<file path="config.mk">
export PLATFORM = sky130hd
export DESIGN_NAME = spi_tx_arbiter
export DESIGN_NICKNAME = d
export VERILOG_FILES = /design/src/rtl/spi_tx_arbiter.sv
export SDC_FILE = /design/constraint.sdc
export NUM_CORES = 1
export LEC_CHECK = 0
export CORE_MARGIN = 8
export CORE_UTILIZATION = 53
export DETAILED_ROUTE_END_ITERATION = 8
export HOLD_SLACK_MARGIN = 0.1
export PLACE_DENSITY = 0.87
export SKIP_CTS_REPAIR_TIMING = 1
export SLEW_MARGIN = 25
export SYNTH_ARGS = -nofsm -noshare
export SYNTH_HDL_FRONTEND = slang
export SYNTH_SLANG_ARGS = --single-unit
</file>
<file path="constraint.sdc">
create_clock -name clk -period 3.5 [get_ports clk]
set_input_delay 0.7 -clock clk [delete_from_list [all_inputs] [get_ports clk]]
set_output_delay 0.7 -clock clk [all_outputs]
set_load 0.02 [all_outputs]
</file>
<file path="src/rtl/spi_tx_arbiter.sv">
// Round-robin arbiter that shares one SPI transmit driver among NUM_REQ requesters.
// Each word is framed with a {seq, id} header and the arbiter waits for the driver's write-complete pulse.
module spi_tx_arbiter #(
   parameter int NUM_REQ = 4,
   parameter int DATA_W  = 24,
   parameter int TIMEOUT = 1024
) (
   input  logic                      clk,
   input  logic                      rst_n,
   input  logic [NUM_REQ-1:0]        req_valid,
   input  logic [NUM_REQ*DATA_W-1:0] req_data,
   output logic [NUM_REQ-1:0]        req_ready,
   output logic                      tx_en,
   output logic [31:0]               tx_data,
   input  logic                      drv_done,
   output logic                      busy,
   output logic [3:0]                grant_id,
   output logic [15:0]               tx_count,
   output logic                      timeout_err
);

   localparam int IDX_W = (NUM_REQ > 1) ? $clog2(NUM_REQ) : 1;
   localparam int WD_W  = $clog2(TIMEOUT);

   localparam logic [1:0] ST_INIT  = 2'd0;
   localparam logic [1:0] ST_IDLE  = 2'd1;
   localparam logic [1:0] ST_ISSUE = 2'd2;
   localparam logic [1:0] ST_WAIT  = 2'd3;

   localparam logic [WD_W-1:0]  WD_LAST   = WD_W'(TIMEOUT - 1);
   localparam logic [IDX_W-1:0] LAST_INIT = IDX_W'(NUM_REQ - 1);
   localparam logic [IDX_W:0]   ONE       = 1;

   logic [1:0]         state;
   logic [NUM_REQ-1:0] buf_full;
   logic [DATA_W-1:0]  buf_data [NUM_REQ];
   logic [IDX_W-1:0]   grant_idx;
   logic [IDX_W-1:0]   last;
   logic [3:0]         seq;
   logic [WD_W-1:0]    wd;

   logic [IDX_W:0]     shamt;
   logic [NUM_REQ-1:0] rot;
   logic               pick_found;
   logic [IDX_W-1:0]   pick_idx;

   assign req_ready = (state != ST_INIT) ? ~buf_full : '0;
   assign busy      = (state == ST_ISSUE) || (state == ST_WAIT);
   assign grant_id  = 4'(grant_idx);

   // Rotate the full flags so bit 0 is the requester just after the last grant;
   // the lowest set bit of the rotated vector is then the round-robin winner.
   always_comb begin
      shamt      = {1'b0, last} + ONE;
      rot        = NUM_REQ'({buf_full, buf_full} >> shamt);
      pick_found = 1'b0;
      pick_idx   = last;
      for (int j = 0; j < NUM_REQ; j++) begin
         if (!pick_found && rot[j]) begin
            pick_found = 1'b1;
            pick_idx   = IDX_W'((int'(last) + 1 + j) % NUM_REQ);
         end
      end
   end

   always_ff @(posedge clk) begin
      for (int i = 0; i < NUM_REQ; i++) begin
         if (req_valid[i] && req_ready[i]) begin
            buf_data[i] <= req_data[i*DATA_W +: DATA_W];
         end
      end
   end

   always_ff @(posedge clk) begin
      if (!rst_n) begin
         state       <= ST_INIT;
         buf_full    <= '0;
         tx_en       <= 1'b0;
         tx_data     <= '0;
         grant_idx   <= '0;
         last        <= LAST_INIT;
         seq         <= '0;
         wd          <= '0;
         tx_count    <= '0;
         timeout_err <= 1'b0;
      end else begin
         tx_en <= 1'b0;
         for (int i = 0; i < NUM_REQ; i++) begin
            if (req_valid[i] && req_ready[i]) begin
               buf_full[i] <= 1'b1;
            end
         end
         case (state)
            // The first drv_done after reset is the driver's own config write.
            ST_INIT: begin
               if (drv_done) begin
                  state <= ST_IDLE;
               end
            end
            ST_IDLE: begin
               if (pick_found) begin
                  grant_idx <= pick_idx;
                  last      <= pick_idx;
                  state     <= ST_ISSUE;
               end
            end
            ST_ISSUE: begin
               tx_en               <= 1'b1;
               tx_data             <= {seq, 4'(grant_idx), 24'(buf_data[grant_idx])};
               seq                 <= seq + 4'd1;
               buf_full[grant_idx] <= 1'b0;
               wd                  <= '0;
               state               <= ST_WAIT;
            end
            // A completion in the same cycle as watchdog expiry is taken as success.
            ST_WAIT: begin
               if (drv_done) begin
                  tx_count <= tx_count + 16'd1;
                  state    <= ST_IDLE;
               end else if (wd == WD_LAST) begin
                  timeout_err <= 1'b1;
                  state       <= ST_IDLE;
               end else begin
                  wd <= wd + 1'b1;
               end
            end
            default: state <= ST_INIT;
         endcase
      end
   end

endmodule

</file>
Word level (Yosys, flattened, before mapping)
Memory sizes are Yosys's and may differ from the RTL's. A register that Yosys moved wholly into a read port is not among the register bits.
Index checks and enable logic that the tools add are counted.
Widths: inputs -> output; s select.
- $add $sub $neg: 8
- multiply operators: 0
- div/mod/pow operators: 0
- $lt $le $gt $ge: 2
- eq/ne operators: 9
- shift-type cells: 1
- mux-type cells: 37
- bitwise operators: 4
- reductions and logical operators: 21
- operator list (operator ; number):
    $mux 1 ; 22
    $mux 10 ; 2
    $pmux 10 s2 ; 1
    $add 16x1->16 const B ; 1
    $mux 2 ; 8
    $add 10x1->10 const B ; 1
    $eq 10x10->1 const B ; 1
    $reduce_and 3->1 ; 3
    $logic_and 1x1->1 ; 8
    $mux 4 ; 2
    $ne 2x2->1 const B ; 4
    $not 4->4 ; 2
    $pmux 2 s4 ; 1
    $shr 8x3->4 ; 1
    $add 2x2->2 const B ; 3
    $add 4x1->4 const B ; 1
    $and 4x4->4 ; 1
    $eq 2x2->1 const B ; 2
    $logic_not 1->1 ; 4
    $reduce_and 2->1 ; 2
    $reduce_bool 2->1 ; 2
    $add 2x1->3 const B ; 1
    $lt 2x3->1 const B ; 1
    $ne 3x2->1 const B ; 1
    other kinds (7) ; 7
- register bits after elaboration: 72
- latch bits: 0
- RAM bits: 96
- bits in read-only memories: 0
- bits of input ports: 103
- output and inout bits: 59
- logic and storage cells: 93
- memories kept: 1
- memory list (name ; words ; width ; read ports ; clocked after Yosys merged registers in ; write ports ; RTL line ; source):
    buf_data ; 4 ; 24 ; 1 ; 1 ; 4 ; 36 ; logic [DATA_W-1:0] buf_data [NUM_REQ];

Logic depth before layout (Yosys ltp)
Gate-level depths: netlist (run 1).
- word-level depth: 14
- depth in mapped cells: 7
- depth with buffers taken out: 6

Worst setup path before layout (run 1)
OpenSTA, ideal clock, no wires.
- path type: reg2reg
- start point: register state[0]
- end point: memory buf_data[2][0] (enable)
- setup time: 0.384 ns
- arrival: 1.714 ns
- data required time: 3.116 ns
- setup slack: 1.402 ns
- stages on the path, launching flop included: 5
- buffers on the path: 0
- clock period less this slack: 2.098 ns
- cells stage by stage: dfxtp_1 -> inv_1 -> ha_1 -> nor2_1 -> and2_1
- RTL lines (what ; RTL line ; source):
    start: declaration ; 34 ; logic [1:0] state;
    start signal: assignment ; 76 ; state <= ST_INIT;
    start signal: assignment ; 97 ; state <= ST_IDLE;
    start signal: assignment ; 104 ; state <= ST_ISSUE;
    end: declaration ; 36 ;

Worst setup path in the final report (run 1)
- start point: register state[0]
- end point: output req_ready[2]
- longest elaborated chain between the ends: 2
- ends and longest elaborated chain (what ; RTL line ; source):
    $reduce_bool 2->1 ; 47 ; assign req_ready = (state != ST_INIT) ? ~buf_full : '0;
    $mux 4 ; 47 ;
    end: declaration ; 12 ; output logic [NUM_REQ-1:0] req_ready,
Every way passes these cells.

==> results.py, run 1 <==
metrics = {
    "run_status": {
        "status": "complete, no violations",
    },
    "sta": {
        "skew_ns": 0.00805,
        "layout_setup_ws_ns": 0.814,
        "fin_crit_sh_pct": 76.7,
        "finalCriticalPeriod_ns": 2.69,
        "slew_headroom_pct": 57.1,
        "fmax_mhz": 372,
        "setup_tns_ns": 0,
        "finalSetupViolations": 0,
        "hold_viol": 0,
        "maxSlewViolCount": 0,
        "grt_setup_unrepaired": "false",
        "worstMarginPinSlew_ns": 0.643,
    },
    "floorplan": {
        "core_um2": 12100,
        "die_x_um": 127,
        "start_util_pct": 54.4,
        "die_area_um2": 16200,
        "die_h_um": 127,
        "rows": 40,
        "ios": 162,
    },
    "placed_design": {
        "numPortBuffers": 157,
        "pre_cts_slack_ns": 0.916,
        "post-dp-hpwl_um": 11800,
        "gp_congestion": 0.820,
    },
    "synth": {
        "ys.flop_type": "edfxtp_1",
        "synthSimpleGateAreaFrac_pct": 10.4,
        "yosysSeqAreaShare_pct": 65.9,
        "synthArstFlopShare_pct": 0,
        "yosysUniqueCellTypes": 50,
        "synth_compound_area_share_pct": 4.18,
        "ys_warn_count": 0,
        "synth_top_area_cell": "edfxtp_1",
        "synth-seq-cells": 168,
        "synthMuxAreaShare_pct": 13.6,
        "syn_area_per_cell_um2": 14.0,
        "yosysMostFrequentCell": "edfxtp_1",
        "synth_xor_area_share_pct": 2.00,
        "synthAdderAreaFrac_pct": 1.34,
        "netlist_area_um2": 6560,
        "synth_area_leaders": "edfxtp_1 44%, dfxtp_1 22%, mux4_2 8.2%",
        "synth_top_family_by_area": "multiplexers",
        "netlist_top_cells_count": "96 x edfxtp_1, 72 x dfxtp_1, 61 x nor2_1",
        "yosys.area.top_type_share_pct": 44.0,
        "synthCells": 468,
        "synth_edf_count": 96,
    },
    "worst_setup_path": {
        "timing.rr.start": "state[0]$_SDFFE_PN0P_",
        "crit_path_end_kind": "primary output",
        "required_ns": 2.80,
        "critPathLaunch": "state[0]$_SDFFE_PN0P_",
        "path_max_fanout": 6,
        "crit_arrival_ns": 1.99,
        "cp-start-kind": "register",
        "critical_path_class": "register to primary output",
    },
    "cells_and_area": {
        "drive_gt1_share_pct": 11.2,
        "finalCoreUtilization_pct": 73.5,
        "fillers": 723,
        "num_antenna_cells": 0,
        "finalNetCount": 739,
        "synthToLayoutAreaGrowth_pct": 35.2,
    },
    "route": {
        "detail-route-antenna-nets": 0,
        "wl_per_cell_um": 21.1,
        "dr.pass1.iters": 5,
        "drtIter0Drc": 316,
        "drc": 0,
        "via_count": 4484,
        "routed_wl_um": 17100,
        "viasPerCell": 5.54,
    },
    "grt": {
        "grt_pass1_wl_um": 26100,
        "grt_pass1_vias": 4804,
        "antenna_found_initial": 0,
        "overflow": 0,
        "grt_max_degree": 41,
        "track_usage_pct": 21.4,
    },
    "clocking": {
        "tritoncts": "built",
        "clockBufferDepth": 2,
        "clock_latency_ns": 0.42,
        "htreeDepth": 4,
        "cts_root_buf": "clkbuf_16",
        "clkSinkCount": 168,
        "clk_pin_slew_ns": 0.06,
        "cts_made_buffers": 17,
    },
    "power": {
        "power_leakage_nw": 2.99,
        "power_density_nw_per_um2": 690,
        "ir_drop_mv": 0.436,
    },
    "flow_run": {
        "cap_violations": 0,
    },
    "hold_path": {
        "worstHoldStart": "tx_data[25]$_SDFFE_PN0P_",
        "hold_class": "register to register",
    },
}
[cell families after synthesis]
group	after synthesis
flops	168
compound gates	43
buf+inv	36
xor+xnor	15
simple gates	139
mux	59
fa+ha+maj	7
other cells	1
[layout by cell type, fill, tap and decap left out, types with 4 or more instances in the layout]
cell type / instances
nand3_1: 6
and2_1: 6
nand4_1: 8
nor4_1: 5
dfxtp_1: 71
clkbuf_1: 4
ha_1: 6
mux4_2: 24
conb_1: 4
nor2_1: 61
o31ai_1: 4
nor3_1: 8
nand2_1: 16
o21ai_0: 9
clkbuf_16: 18
or3_1: 5
nand2b_1: 5
a21oi_1: 15
inv_1: 8
mux2i_1: 34
xor2_1: 7
edfxtp_1: 96
buf_4: 9
clkdlybuf4s50_1: 157
xnor2_1: 8
[final timing paths]
kind                                                 end  slack, ns  cells after the start
worst max register to register        wd[7]$_SDFFE_PN0P_       1.39                      5
worst min register to register  tx_data[25]$_SDFFE_PN0P_       0.48                      2
worst max-delay path                        req_ready[2]       0.81                      4
worst min-delay path            tx_data[25]$_SDFFE_PN0P_       0.48                      2
[final cells by class]
cell class              instances  area [um^2]  area share [%]
multi-input cells             267         2090            23.5
clock inverters                 9         90.1            1.02
inverters                       9         33.8           0.381
repair buffers                166         1640            18.5
clock buffers                  23          479            5.41
flip-flops and latches        168         4330            48.8
well taps                     168          210            2.37
[state kept, by name, summed over array words and instances, names as in the netlist]
name / cells
tx_en: 1
timeout_err: 1
grant_idx: 2
last: 2
tx_count: 16
wd: 10
tx_data: 30
state: 2
seq: 4
buf_full: 4
buf_data: 96
[per-stage QoR]
step / instances / hold slack, ns / area, um^2 / power, mW
global route: 810 / 0.512 / 8860 / 6.36
floorplan: 471 / 0.454 / 6570 / 3.68
detailed placement: 778 / 0.467 / 8290 / 4.34
finish: 810 / 0.479 / 8860 / 6.12
global placement: 778 / 0.460 / 8290 / 4.25
CTS: 810 / 0.477 / 8860 / 6.15
[where the power goes]
| part | switching, mW | internal (mW) | total, mW |
|---|---|---|---|
| registers | 0.165 | 2.49 | 2.66 |
| logic | 0.896 | 0.766 | 1.66 |
| clock network | 0.750 | 1.05 | 1.80 |
[metal layers]
layer | vias to the layer above | routed length (um) | track usage, %
met5 | - | 0 | 0
met4 | 0 | 418 | 8.54
met3 | 33 | 1470 | 7.28
met2 | 216 | 8670 | 37.4
met1 | 2186 | 6550 | 23.6
li1 | 2049 | - | -
[worst max-delay path, stage by stage (launching register included)]
cell and delay, ns:
dfxtp_1 0.39, inv_1 0.08, ha_1 0.29, nor2_1 0.17, clkdlybuf4s50_1 0.63
No activity file was read; power rests on OpenSTA's default activity.
==> run 2: changes to the inputs <==
- CORE_UTILIZATION: 53 -> 49
- PLACE_DENSITY: 0.87 -> 0.81
- clock period: 3.5 -> 2.8 ns (I/O delays scaled with it)
==> run 2 against run 1 <==
- cell area down 0.14%
- die area up 7.1%
- clock power up 17%
- core utilization down 6.1 points
- wire length down 10%
- via count down 1.8%
- sequential power up 24%
- largest power group unchanged
==> results.py, run 2 (same netlist as run 1, synthesis figures left out) <==
metrics = {
    "cells_and_area": {
        "top_regs": "buf_data: 96 flops, tx_data: 30 flops, tx_count: 16 flops",
        "largest_register_ffs": 96,
        "top_register": "buf_data",
        "drive_gt1_share_pct": 11.2,
        "num_antenna_cells": 0,
        "synthToLayoutAreaGrowth_pct": 35.0,
        "finalNetCount": 739,
        "final_cell_mix": "157 x clkdlybuf4s50_1, 96 x edfxtp_1, 71 x dfxtp_1, 61 x nor2_1, 34 x mux2i_1",
        "final_common_cell": "clkdlybuf4s50_1",
    },
    "clocking": {
        "tritoncts": "built",
        "clkSinkCount": 168,
        "clock_latency_ns": 0.42,
        "htreeDepth": 4,
        "clk_pin_slew_ns": 0.06,
        "cts_root_buf": "clkbuf_16",
        "cts_made_buffers": 17,
        "clockBufferDepth": 2,
    },
    "grt": {
        "grt_pass1_wl_um": 24800,
        "track_usage_pct": 18.3,
        "overflow": 0,
        "grt_pass1_vias": 4701,
        "grt_max_degree": 41,
        "antenna_found_initial": 0,
    },
    "sta": {
        "finalCriticalPeriod_ns": 2.55,
        "skew_ns": 0.00675,
        "layout_setup_ws_ns": 0.255,
        "worstMarginPinSlew_ns": 0.658,
        "slew_headroom_pct": 56.1,
        "hold_viol": 0,
        "maxSlewViolCount": 0,
        "grt_setup_unrepaired": "false",
        "setup_tns_ns": 0,
        "finalSetupViolations": 0,
        "fmax_mhz": 393,
        "fin_crit_sh_pct": 90.9,
    },
    "worst_setup_path": {
        "required_ns": 2.24,
        "cp-start-kind": "register",
        "critical_path_class": "register to primary output",
        "path_max_fanout": 6,
        "crit_path_end_kind": "primary output",
        "crit_arrival_ns": 1.99,
    },
    "flow_run": {
        "cap_violations": 0,
    },
    "run_status": {
        "status": "complete, no violations",
    },
    "floorplan": {
        "die_x_um": 132,
        "rows": 42,
        "start_util_pct": 49.9,
        "ios": 162,
        "core_um2": 13100,
        "die_h_um": 132,
        "die_area_um2": 17300,
    },
    "route": {
        "via_count": 4405,
        "wl_per_cell_um": 18.8,
        "dr.pass1.iters": 5,
        "routed_wl_um": 15400,
        "detail-route-antenna-nets": 0,
        "drc": 0,
        "drtIter0Drc": 301,
        "viasPerCell": 5.39,
    },
    "placed_design": {
        "pre_cts_slack_ns": 0.319,
        "post-dp-hpwl_um": 10900,
        "gp_congestion": 0.811,
        "numPortBuffers": 157,
    },
    "power": {
        "power_leakage_nw": 2.98,
        "ir_drop_mv": 0.453,
        "power_density_nw_per_um2": 841,
    },
    "hold_path": {
        "hold_class": "register to register",
    },
}
-- run 2: path summary, 6_finish.rpt --
| check | endpoint | cells past startpoint | slack [ns] | start |
|---|---|---|---|---|
| max | req_ready[2] | 4 | 0.25 | state[0]$_SDFFE_PN0P_ |
| min | tx_data[25]$_SDFFE_PN0P_ | 2 | 0.49 | tx_data[25]$_SDFFE_PN0P_ |
| max reg2reg | wd[7]$_SDFFE_PN0P_ | 5 | 0.70 | state[0]$_SDFFE_PN0P_ |
| min reg2reg | tx_data[25]$_SDFFE_PN0P_ | 2 | 0.49 | tx_data[25]$_SDFFE_PN0P_ |
-- run 2: area by class of cell --
class                      instances  area, um^2
tap                              176         220
fill                             905        4290
sequential                       168        4330
inverter                           9        33.8
timing repair buffer             166        1650
clock buffer                      23         468
multi-input combinational        267        2090
clock inverter                     9        66.3
-- run 2: routing by layer --
layer,share of wire [%],up-vias,global-route usage (%)
met5,0,-,0
met4,1.7,0,6.89
met3,8.3,21,7.32
met2,51,180,31.1
met1,39,2152,20.2
li1,-,2052,-
-- run 2: through the flow --
stage	cells	power [mW]	cell area, um^2	utilization [%]	hold slack [ns]
floorplan	471	4.60	6570	-	0.454
global placement	786	5.34	8320	63.3	0.459
detailed placement	786	5.42	8320	63.3	0.467
CTS	818	7.52	8850	67.4	0.484
global route	818	7.79	8850	67.4	0.510
finish	818	7.44	8850	67.4	0.486
-- run 2: where the power goes --
part           internal (mW)  switching, mW
logic                  0.959           1.09
registers               3.12          0.177
clock network           1.19          0.916
total                   5.26           2.18
-- run 2: critical path, stage by stage (launching register included) --
cell and delay [ns]:
dfxtp_1 0.39, inv_1 0.08, ha_1 0.29, nor2_1 0.17
clkdlybuf4s50_1 0.64
